**config.mk**
```make
export PLATFORM = sky130hd
export DESIGN_NAME = instruction_fetch
export DESIGN_NICKNAME = d
export VERILOG_FILES = /design/src/rtl/instruction_fetch.sv
export SDC_FILE = /design/constraint.sdc
export NUM_CORES = 1
export LEC_CHECK = 0
export CORE_MARGIN = 4
export CORE_UTILIZATION = 30
export CTS_BUF_LIST = sky130_fd_sc_hd__clkbuf_4 sky130_fd_sc_hd__clkbuf_8 sky130_fd_sc_hd__clkbuf_16
export CTS_CLUSTER_SIZE = 16
export DETAILED_ROUTE_END_ITERATION = 12
export SLEW_MARGIN = 30
export SYNTH_ARGS = -nofsm -noshare
export SYNTH_HDL_FRONTEND = slang
export SYNTH_SLANG_ARGS = --single-unit
```
**constraint.sdc**
```tcl
create_clock -name clk -period 3.15 [get_ports clk]
set_input_delay 0.63 -clock clk [delete_from_list [all_inputs] [get_ports clk]]
set_output_delay 0.63 -clock clk [all_outputs]
set_load 0.01 [all_outputs]
```
**src/rtl/instruction_fetch.sv**
```systemverilog
// Instruction fetch stage: owns the fetch PC, issues word addresses to a 1-cycle-latency memory and
// hands (inst, inst_pc) to decode through a 2-entry skid buffer with redirect squashing.
module instruction_fetch #(
    parameter int                ADDR_W   = 16,
    parameter logic [ADDR_W-1:0] RESET_PC = '0
) (
    input  logic              clk,
    input  logic              rst_n,
    input  logic              stall,
    input  logic              redirect,
    input  logic [ADDR_W-1:0] redirect_pc,
    output logic [ADDR_W-1:0] imem_a,
    input  logic [31:0]       imem_rd,
    output logic [31:0]       inst,
    output logic [ADDR_W-1:0] inst_pc,
    output logic              inst_valid
);

    // Handshake: decode takes the head word in any cycle where inst_valid=1 and stall=0;
    // the word stays on inst/inst_pc until that happens. A redirect drops everything buffered.

    localparam logic [ADDR_W-1:0] PC_ONE = {{(ADDR_W-1){1'b0}}, 1'b1};

    logic [ADDR_W-1:0] fetch_pc;
    logic [ADDR_W-1:0] inflight_pc;
    logic              inflight;
    logic [1:0]        count;
    logic [31:0]       tail_inst;
    logic [ADDR_W-1:0] tail_pc;

    logic              pop;
    logic              push;
    logic              issue;
    logic [2:0]        occupancy;
    logic [1:0]        remaining;

    assign inst_valid = (count != 2'd0);
    assign pop        = inst_valid & ~stall;
    assign push       = inflight & ~redirect;
    assign imem_a     = redirect ? redirect_pc : fetch_pc;
    assign remaining  = count - {1'b0, pop};

    // Slots the buffer will need once the in-flight word lands; only issue if one is still free.
    assign occupancy  = {1'b0, count} - {2'b00, pop} + {2'b00, inflight};
    assign issue      = redirect | (occupancy < 3'd2);

    always_ff @(posedge clk or negedge rst_n) begin
        if (!rst_n) begin
            fetch_pc    <= RESET_PC;
            inflight    <= 1'b0;
            inflight_pc <= '0;
            count       <= 2'd0;
            inst        <= 32'd0;
            inst_pc     <= '0;
            tail_inst   <= 32'd0;
            tail_pc     <= '0;
        end else begin
            if (issue) begin
                inflight    <= 1'b1;
                inflight_pc <= imem_a;
                fetch_pc    <= imem_a + PC_ONE;
            end else begin
                inflight    <= 1'b0;
            end

            if (redirect) begin
                count <= 2'd0;
            end else begin
                count <= remaining + {1'b0, push};
                if (pop) begin
                    inst    <= tail_inst;
                    inst_pc <= tail_pc;
                end
                // A push into an empty (or just-emptied) buffer lands directly in the head.
                if (push) begin
                    if (remaining == 2'd0) begin
                        inst    <= imem_rd;
                        inst_pc <= inflight_pc;
                    end else begin
                        tail_inst <= imem_rd;
                        tail_pc   <= inflight_pc;
                    end
                end
            end
        end
    end

endmodule

```
# Yosys cells after proc, flatten, opt, wreduce, memory -nomap -nowiden
# Cells that the tools add are included.
[totals]
latchBits = 0
memories = 0
reg_bits = 131
word_cells = 32
ram_bits = 0
romBits = 0
[classes]
order_cmp = 1
div = 0
shifts = 0
addsub = 5
n_eq_ne = 0
multipliers = 0
muxes = 9
bitwise_logic = 6
n_reduce_logical = 3
[op_table]
columns = ["op", "n"]
rows = [
  ["2-to-1 mux 32 bit", 3],
  ["2-to-1 mux 16 bit", 4],
  ["adder 16 x 1 -> 16 bit (second input constant)", 1],
  ["adder 3 x 1 -> 3 bit", 1],
  ["less-than comparator 3 x 2 -> 1 bit (second input constant)", 1],
  ["NOT 1 bit", 3],
  ["AND reduction 3 bit", 1],
  ["subtractor 2 x 1 -> 3 bit", 1],
  ["adder 2 x 1 -> 2 bit", 1],
  ["bitwise AND 1 bit", 2],
  ["zero test 2 bit", 1],
  ["2-to-1 mux 2 bit", 1],
  ["nonzero test 2 bit", 1],
  ["subtractor 2 x 1 -> 2 bit", 1],
  ["2-to-1 mux 1 bit", 1],
  ["bitwise OR 1 bit", 1],
]

# Longest topological paths before layout
# Gate-level depths: netlist (run 1).
[logic_depth]
ltp_word = 7
mapped_depth = 11
ltp_nobuf = 10

# Worst setup path after synthesis (run 1)
# No wires, ideal clock.
[synth_timing]
path_type = "in2reg"
startpoint = "input redirect"
endpoint = "register fetch_pc[12]"
path_buffers = 3
required_time_ns = 3.013
arrival_time_ns = 2.420
path_slack_ns = 0.593
path_stages = 10
cell_sequence = "buf_4 buf_2 buf_2 mux2_2 ha_1 nand4b_1 a21oi_1 nand3_1 xnor2_1 a21oi_1"
[synth_via]
elab_chain_cells = 2
elab_cells_between_ends = 3
classes_between = "add/sub: 1; mux: 1; bitwise: 1"
[synth_rtl]
columns = ["item", "line", "rtl"]
rows = [
  ["start, declared", "10", "input logic redirect,"],
  ["2-to-1 mux 16 bit", "40", "assign imem_a = redirect ? redirect_pc : fetch_pc;"],
  ["via imem_a[0]", "12", "output logic [ADDR_W-1:0] imem_a,"],
  ["adder 16 x 1 -> 16 bit", "61", "fetch_pc <= imem_a + PC_ONE;"],
  ["end signal, assigned", "61", ""],
  ["end, declared", "24", "logic [ADDR_W-1:0] fetch_pc;"],
]
# The timed path passes the listed nets, and every way through them passes these cells.
# A chain may end at the register's enable or synchronous reset.

# Worst setup path in the final report (run 1)
[layout_timing]
startpoint = "input redirect"
endpoint = "output imem_a[15]"
[layout_via]
elab_chain_cells = 1
[layout_rtl]
columns = ["item", "line"]
rows = [
  ["2-to-1 mux 16 bit", "40"],
  ["end, declared", "12"],
]
# No other way between the ends.

==> results of run 1 <==
[cell type report]
class | count | share of cell area (%)
clock buffer | 23 | 6.101
tap | 260 | 4.006
sequential | 131 | 40.36
inverter | 33 | 1.525
timing repair buffer | 141 | 17.66
clock inverter | 9 | 2.434
multi-input combinational | 306 | 27.92
[layer usage]
| layer | up-vias | GRT usage, % |
|---|---|---|
| li1 | 2019 | - |
| met1 | 2113 | 17.52 |
| met2 | 115 | 21.89 |
| met3 | 29 | 3.671 |
| met4 | 0 | 5.825 |
| met5 | - | 0 |
[logic make-up (layout without fill, tap and decap cells)]
family / count (synthesis) / count (layout)
mux: 91 / 91
compound gates: 87 / 87
flops: 131 / 131
buf+inv: 62 / 206
fa+ha+maj: 4 / 4
xor+xnor: 13 / 13
simple gates: 111 / 111
[how the worst max path moves through the flow]
stage	startpoint	to	slack, ps	depth (start not counted)
after floorplan	redirect	fetch_pc[12]	590	10
after global placement	stall	inst_pc[12]	50	9
after detailed placement	stall	inst[1]	-60	9
after CTS	redirect	imem_a[15]	150	6
after global routing	redirect	imem_a[15]	70	6
final	redirect	imem_a[15]	180	6
[synthesized netlist by cell type, types with 3 or more instances]
master / instances
a21o_1: 3
a21oi_1: 24
a222oi_1: 19
buf_2: 15
buf_4: 3
buf_6: 4
clkbuf_1: 5
dfrtp_1: 131
ha_1: 3
inv_1: 33
mux2_2: 53
mux2i_1: 37
nand2_1: 40
nand3_1: 8
nand4_1: 6
nand4b_1: 3
nor2_1: 38
o21ai_0: 29
o21ai_1: 3
xnor2_1: 12
[registers in the layout, summed over array words and instances, names as in the netlist]
signal and cells:
inst 32, tail_inst 32, fetch_pc 16, inflight_pc 16, inst_pc 16, tail_pc 16, count 2, inflight 1
[worst reg2reg max path, cell delays in order, from the launching register on]
cell,delay (ps)
dfrtp_1,440
nor3b_4,300
inv_1,70
ha_1,310
a21oi_1,50
and3b_2,260
o21bai_2,720
a222oi_1,200
inv_1,100
[where the power goes]
group,switching [mW],internal [mW]
Combinational,1.44,1.73
Clock,0.715,1.58
Sequential,0.528,2.55
[layout by cell type, fill, tap and decap left out, types with 3 or more instances in the layout]
master	count
dfrtp_1	131
clkdlybuf4s50_1	115
mux2_2	53
nand2_1	40
mux2i_1	37
nor2_1	37
inv_1	33
o21ai_0	29
a21oi_1	24
a222oi_1	19
buf_4	19
clkbuf_16	17
xnor2_1	12
nand3_1	8
buf_12	7
nand4_1	6
bufinv_16	6
clkbuf_8	4
a21o_1	3
nand4b_1	3
ha_1	3
==> results_tabular.tex, run 1 <==
\begin{tabular}{lr}
\hline
Metric & Value \\
\hline
\multicolumn{2}{l}{\textbf{Route}} \\
\quad First-iteration detailed-routing DRC count & 301 \\
\quad Number of remaining DRC errors & 0 \\
\quad Met2 WL post-DR & between 6 and 7 mm \\
\quad Wire length reported by the detailed router & 14.28 mm \\
\quad Amount of wire on met3 after detailed routing & 745 µm \\
\quad Vias after detailed routing & 4276 \\
\quad Met1 WL & 6.372 mm \\
\quad Vias/cell & 4.735 \\
\quad DRT Pass-1 Iters & 6 \\
\quad Detailed-route wire length per cell & $\sim$16 µm \\
\quad Highest layer used for signal routing & met4 \\
\quad Post-detailed-route count of antenna-violating nets & 0 \\
\multicolumn{2}{l}{\textbf{Global route}} \\
\quad Overall fraction of global-route tracks in use & 13.68\% \\
\quad Wire length of the first global-routing pass & 23.87 mm \\
\quad Number of global-route vias before repair & 4566 \\
\quad Grt ovf & 0 \\
\quad Number of antenna violations at the first check in global routing & 0 \\
\quad Largest net degree at the start of global routing & 72 \\
\multicolumn{2}{l}{\textbf{Floorplanning}} \\
\quad Die extent in y & 147.3 µm \\
\quad Starting density of the core & 30.79\% \\
\quad Ports placed on the boundary & roughly 120 \\
\quad Die area & approximately 22000 µm² \\
\quad Core Footprint & 18890 µm² \\
\quad X dimension of the die & 147.3 µm \\
\quad Cell row count & 50 \\
\multicolumn{2}{l}{\textbf{Synthesis}} \\
\quad Post-synthesis async set-or-reset flop share & 100.0\% \\
\quad Count of synthesis-stage warnings from yosys & 0 \\
\quad Cell area after technology mapping & 5818 µm² \\
\quad Dominant combinational cell family by area after synthesis & multiplexers \\
\quad Dominant synthesized flop cell & dfrtp\_1 \\
\quad Synth Area in XOR/XNOR & 1.957\% \\
\quad Share of the synthesized area in the top cell type & between 50 and 60\% \\
\quad Cell types occupying the most area after synthesis & dfrtp\_1 (56\%), mux2\_2 (10\%), mux2i\_1 (6.4\%) \\
\quad Mux contribution to synthesized area & between 10\% and 20\% \\
\quad Synth Instances & 499 \\
\quad Dominant cell type by area after synthesis & dfrtp\_1 \\
\quad Avg Synthesized Cell Area & roughly 12 µm² \\
\quad Count of cell types in the netlist & 45 \\
\quad Fraction of the mapped netlist area in simple logic gates & 9.011\% \\
\quad Number of enable flip-flop cells after synthesis & 0 \\
\quad Total nets after synthesis & roughly 560 \\
\quad Area share of fa/ha/maj cells after synthesis & 0.9892\% \\
\quad Area fraction in compound gates after synthesis & around 9.8\% \\
\quad Flops \& latches, synth & 131 \\
\quad Portion of the post-synthesis area used by sequential elements & between 50\% and 60\% \\
\multicolumn{2}{l}{\textbf{Worst setup path}} \\
\quad Biggest cell delay along the critical path & 510 ps \\
\quad Maximum net fanout on the critical path & 29 \\
\quad Worst path arrival time & 2340 ps \\
\quad Req. time, crit path & $\sim$2500 ps \\
\quad Reg2reg setup slack & 640 ps \\
\quad Endpoint class of the critical path & output port \\
\quad End of the worst register-to-register path & inst[18] \\
\quad Combined buffer and inverter count along the critical path & 4 \\
\quad Slowest cell on the critical path & clkdlybuf4s50\_1 \\
\quad Worst reg2reg path startpoint & count[1] \\
\quad Most frequent cell on the critical path & clkdlybuf4s50\_1 \\
\quad Sort of element at the start of the critical path & primary input \\
\quad Classification of the worst setup path & primary input to output port \\
\quad Cell depth of the worst flop-to-flop path & 8 \\
\quad Cells along the critical path & clkdlybuf4s50\_1 > buf\_12 > nand2b\_1 > a21boi\_0 > inv\_1 > clkdlybuf4s50\_1 \\
\quad Family with the most delay on the worst path & buffers and inverters \\
\multicolumn{2}{l}{\textbf{Pwr}} \\
\quad Power per cell area & 1053 nW/µm² \\
\quad Total power & 8.549 mW \\
\quad Maximum ir drop on the vdd rail & 0.4796 mV \\
\quad P\_leak & 3.410 nW \\
\multicolumn{2}{l}{\textbf{Clocking}} \\
\quad Post-CTS Hold Fix Bufs & 0 \\
\quad Maximum buffer depth of the clock tree & 2 \\
\quad Number of sinks on the clock net & 131 \\
\quad Post\_cts resized & 0 \\
\quad Post CTS Setup Buffer Count & 0 \\
\quad Maximum level of the CTS H-tree & 4 \\
\quad Clock-pin slew reported for the worst setup and hold paths after clock tree synthesis & 60 ps \\
\quad Insertion delay to the later sink of the worst-skew pair & 410 ps \\
\quad TritonCTS clock tree & done \\
\quad Num CTS Buffers & 17 \\
\quad Clock tree root driver cell & clkbuf\_16 \\
\multicolumn{2}{l}{\textbf{Layout}} \\
\quad Layout Nets & approximately 690 \\
\quad Area of the multi-input gates & 2267 µm² \\
\quad Count of antenna diodes in the layout & 0 \\
\quad Fraction of layout instances using a drive strength above 1 & 18.82\% \\
\quad Final core area utilization & between 40\% and 50\% \\
\quad Area taken by flip-flops and latches & about 3300 µm² \\
\quad Finished layout cell area & 8122 µm² \\
\quad Post-route non-filler standard cell count & 903 \\
\quad Layout-stage area growth over the synthesis result & 39.59\% \\
\quad Filler Cell Count & between 1500 and 2000 \\
\multicolumn{2}{l}{\textbf{Placed design}} \\
\quad Number of input and output port buffers inserted & between 100 and 150 \\
\quad Final HPWL from detailed placement & 9.867 mm \\
\quad Final weighted congestion of routability-driven global placement & roughly 0.82 \\
\quad Cell area after placement & 7428 µm² \\
\quad Instance count after placement with tap cells included & 871 \\
\quad Setup slack after placement & -60.49 ps \\
\multicolumn{2}{l}{\textbf{Hold path}} \\
\quad Classification of the worst-slack hold path & primary input to asynchronous set/reset pin \\
\multicolumn{2}{l}{\textbf{Status}} \\
\quad Result of the run & completed \\
\multicolumn{2}{l}{\textbf{Timing}} \\
\quad Final setup skew & approximately 6.5 ps \\
\quad Fin worst setup slack & about 180 ps \\
\quad Setup repair after global routing missed its margin & no \\
\quad Final total negative setup slack & 0 ps \\
\quad Setup violations, final & 0 \\
\quad Achievable clock frequency & 336.3 MHz \\
\quad Hold WS & roughly 300 ps \\
\quad Fraction of the cycle the final worst path needs & 94.39\% \\
\quad Minimum clock period after layout & 2973 ps \\
\quad Number of pins exceeding their max-slew limit in the final report & 0 \\
\quad Number of failing hold endpoints at the final stage & 0 \\
\quad Slew headroom & 41.72\% \\
\quad Slew at the pin with the worst max-slew slack & 873.6 ps \\
\multicolumn{2}{l}{\textbf{Flow run}} \\
\quad \# Max-Cap Violations & 0 \\
\hline
\end{tabular}
Power figures use the tool's default switching activity.
==> run 2, diff against run 1 <==
--- a/config.mk
+++ b/config.mk
@@ -5,7 +5,6 @@
 export SDC_FILE = /design/constraint.sdc
 export NUM_CORES = 1
 export LEC_CHECK = 0
-export CORE_MARGIN = 4
 export CORE_UTILIZATION = 30
 export CTS_BUF_LIST = sky130_fd_sc_hd__clkbuf_4 sky130_fd_sc_hd__clkbuf_8 sky130_fd_sc_hd__clkbuf_16
 export CTS_CLUSTER_SIZE = 16
==> results_tabular.tex, run 2 (synthesis gave the netlist of run 1 again) <==
\begin{tabular}{lr}
\hline
Metric & Value \\
\hline
\multicolumn{2}{l}{\textbf{Status}} \\
\quad Result of the run & completed (unchanged) \\
\multicolumn{2}{l}{\textbf{Floorplanning}} \\
\quad Cell row count & 50 (unchanged) \\
\quad Starting density of the core & 30.90\% (was 30.79\%) \\
\quad Die area & 19950 µm² (was 21690 µm²) \\
\quad Ports placed on the boundary & 117 (unchanged) \\
\quad Core Footprint & 18830 µm² (was 18890 µm²) \\
\quad Die extent in y & 141.3 µm (was 147.3 µm) \\
\quad X dimension of the die & 141.3 µm (was 147.3 µm) \\
\multicolumn{2}{l}{\textbf{Worst setup path}} \\
\quad Req. time, crit path & 2520 ps (about the same) \\
\quad Worst reg2reg path startpoint & count[1] (unchanged) \\
\quad Worst path arrival time & 2300 ps (was 2340 ps) \\
\quad Endpoint class of the critical path & output port (unchanged) \\
\quad Sort of element at the start of the critical path & primary input (unchanged) \\
\quad End of the worst register-to-register path & inst[3] (was inst[18]) \\
\quad Cell depth of the worst flop-to-flop path & 8 (unchanged) \\
\quad Maximum net fanout on the critical path & 30 (was 29) \\
\quad Setup crit end & imem\_a[15] (unchanged) \\
\quad Classification of the worst setup path & primary input to output port (unchanged) \\
\quad Beginning of the critical path & redirect (unchanged) \\
\quad Reg2reg setup slack & 600 ps (was 640 ps) \\
\multicolumn{2}{l}{\textbf{Route}} \\
\quad Vias/cell & 4.677 (was 4.735) \\
\quad Wire length reported by the detailed router & 13.87 mm (was 14.28 mm) \\
\quad Detailed-route wire length per cell & 15.39 µm (was 15.81 µm) \\
\quad Post-detailed-route count of antenna-violating nets & 0 (unchanged) \\
\quad Vias after detailed routing & 4214 (was 4276) \\
\quad Number of remaining DRC errors & 0 (unchanged) \\
\quad First-iteration detailed-routing DRC count & 253 (was 301) \\
\quad DRT Pass-1 Iters & 5 (was 6) \\
\multicolumn{2}{l}{\textbf{Placed design}} \\
\quad Final HPWL from detailed placement & 9.567 mm (was 9.867 mm) \\
\quad Final weighted congestion of routability-driven global placement & 0.7865 (was 0.8212) \\
\quad Number of input and output port buffers inserted & 116 (unchanged) \\
\multicolumn{2}{l}{\textbf{Pwr}} \\
\quad Switch Pwr & 2.682 mW (was 2.679 mW) \\
\quad Relative contribution of the clock network to total power & 25.7\% (was 26.9\%) \\
\quad Power per cell area & 1040 nW/µm² (was 1053 nW/µm²) \\
\quad Maximum ir drop on the vdd rail & 0.3353 mV (was 0.4796 mV) \\
\quad Switching Share & 31.99\% (was 31.34\%) \\
\quad Sequential share of power & 36.7\% (was 36.0\%) \\
\quad Part of the total power dissipated in combinational logic & 37.5\% (was 37.1\%) \\
\quad P\_leak & 3.369 nW (was 3.410 nW) \\
\quad Total power & 8.382 mW (was 8.549 mW) \\
\quad Internal power summed over all cells & 5.700 mW (was 5.870 mW) \\
\multicolumn{2}{l}{\textbf{Timing}} \\
\quad Minimum clock period after layout & 2925 ps (was 2973 ps) \\
\quad Achievable clock frequency & 341.9 MHz (was 336.3 MHz) \\
\quad Setup repair after global routing missed its margin & no (unchanged) \\
\quad Setup violations, final & 0 (unchanged) \\
\quad Number of pins exceeding their max-slew limit in the final report & 0 (unchanged) \\
\quad Slew at the pin with the worst max-slew slack & 872.3 ps (was 873.6 ps) \\
\quad Number of failing hold endpoints at the final stage & 0 (unchanged) \\
\quad Slew headroom & 41.81\% (was 41.72\%) \\
\quad Final setup skew & 9.017 ps (was 6.482 ps) \\
\quad Fraction of the cycle the final worst path needs & 92.86\% (was 94.39\%) \\
\multicolumn{2}{l}{\textbf{Clocking}} \\
\quad Post-CTS Hold Fix Bufs & 0 (unchanged) \\
\quad Num CTS Buffers & 17 (unchanged) \\
\quad Maximum level of the CTS H-tree & 4 (unchanged) \\
\quad TritonCTS clock tree & done (unchanged) \\
\quad Clock tree root driver cell & clkbuf\_16 (unchanged) \\
\quad Post CTS Setup Buffer Count & 0 (unchanged) \\
\quad Number of sinks on the clock net & 131 (unchanged) \\
\quad Insertion delay to the later sink of the worst-skew pair & 420 ps (was 410 ps) \\
\quad Maximum buffer depth of the clock tree & 2 (unchanged) \\
\quad Post\_cts resized & 0 (unchanged) \\
\quad Clock-pin slew reported for the worst setup and hold paths after clock tree synthesis & 50 ps (was 60 ps) \\
\multicolumn{2}{l}{\textbf{Layout}} \\
\quad Count of antenna diodes in the layout & 0 (unchanged) \\
\quad Layout-stage area growth over the synthesis result & 38.58\% (was 39.59\%) \\
\quad Fraction of layout instances using a drive strength above 1 & 18.56\% (was 18.82\%) \\
\quad Layout Nets & 684 (was 686) \\
\quad Final core area utilization & 42.82\% (was 42.99\%) \\
\quad Filler Cell Count & 1740 (was 1786) \\
\quad Regs by FF count & inst x32, tail\_inst x32 (unchanged) \\
\quad Highest-count cells in the layout ignoring fill and taps & dfrtp\_1 (131), clkdlybuf4s50\_1 (115), mux2\_2 (53) (unchanged) \\
\quad Commonest non-fill, non-tap cell in the layout & dfrtp\_1 (unchanged) \\
\multicolumn{2}{l}{\textbf{Global route}} \\
\quad Number of antenna violations at the first check in global routing & 0 (unchanged) \\
\quad Grt ovf & 0 (unchanged) \\
\quad Overall fraction of global-route tracks in use & 14.80\% (was 13.68\%) \\
\quad Wire length of the first global-routing pass & 22.88 mm (was 23.87 mm) \\
\quad Number of global-route vias before repair & 4330 (was 4566) \\
\quad Largest net degree at the start of global routing & 113 (was 72) \\
\multicolumn{2}{l}{\textbf{Flow run}} \\
\quad \# Max-Cap Violations & 0 (unchanged) \\
\multicolumn{2}{l}{\textbf{Hold path}} \\
\quad Classification of the worst-slack hold path & primary input to asynchronous set/reset pin (unchanged) \\
\hline
\end{tabular}
run 2: worst min path at each step:
stage / to / slack [ps]
floorplan: count[0] / 330
global placement: inst[0] / 460
detailed placement: inst[25] / 470
CTS: inst[29] / 320
global route: inst[29] / 340
finish: inst[29] / 280
run 2: power groups by stage:
stage	Clock (mW)	Combinational [mW]	Sequential [mW]
final	2.16	3.15	3.08
after global routing	2.29	3.47	3.20
after CTS	2.22	3.20	3.09
after detailed placement	0	3.20	3.11
after global placement	0	3.09	3.07
after floorplan	0	1.69	3.10
run 2: final cells by class:
cell class,instances,area (µm²),area share (%)
Sequential cell,131,3278,40.66
Multi-Input combinational cell,306,2267,28.12
Timing Repair Buffer,139,1414,17.54
Clock buffer,19,446.7,5.540
Tap cell,260,325.3,4.035
Clock inverter,13,207.7,2.576
Inverter,33,123.9,1.536
run 2: worst max-delay path: stages:
cell,delay (ps)
clkdlybuf4s50_1,500
buf_12,200
nand2b_1,170
a21boi_0,250
inv_1,60
clkdlybuf4s50_1,470
run 2: stage by stage:
stage          cell area [µm²]  setup WS [ps]  hold WS [ps]  TNS, ps  std cells
2_1_floorplan             5818          592.9         334.4        0        499
3_3_place_gp              7405          55.18         458.0        0        869
3_5_place_dp              7408         -137.9         469.5    -2200        869
4_1_cts                   8063          193.6         317.8        0        901
5_1_grt                   8063          114.3         341.3        0        901
6_report                  8063          224.8         279.9        0        901
run 2: layer usage:
metal,global-route usage (%),share of wire [%],vias up
met2,23.97,48,119
met3,4.522,5.6,10
met5,0,0,-
li1,-,-,2012
met4,4.462,0.70,0
met1,18.99,45,2073
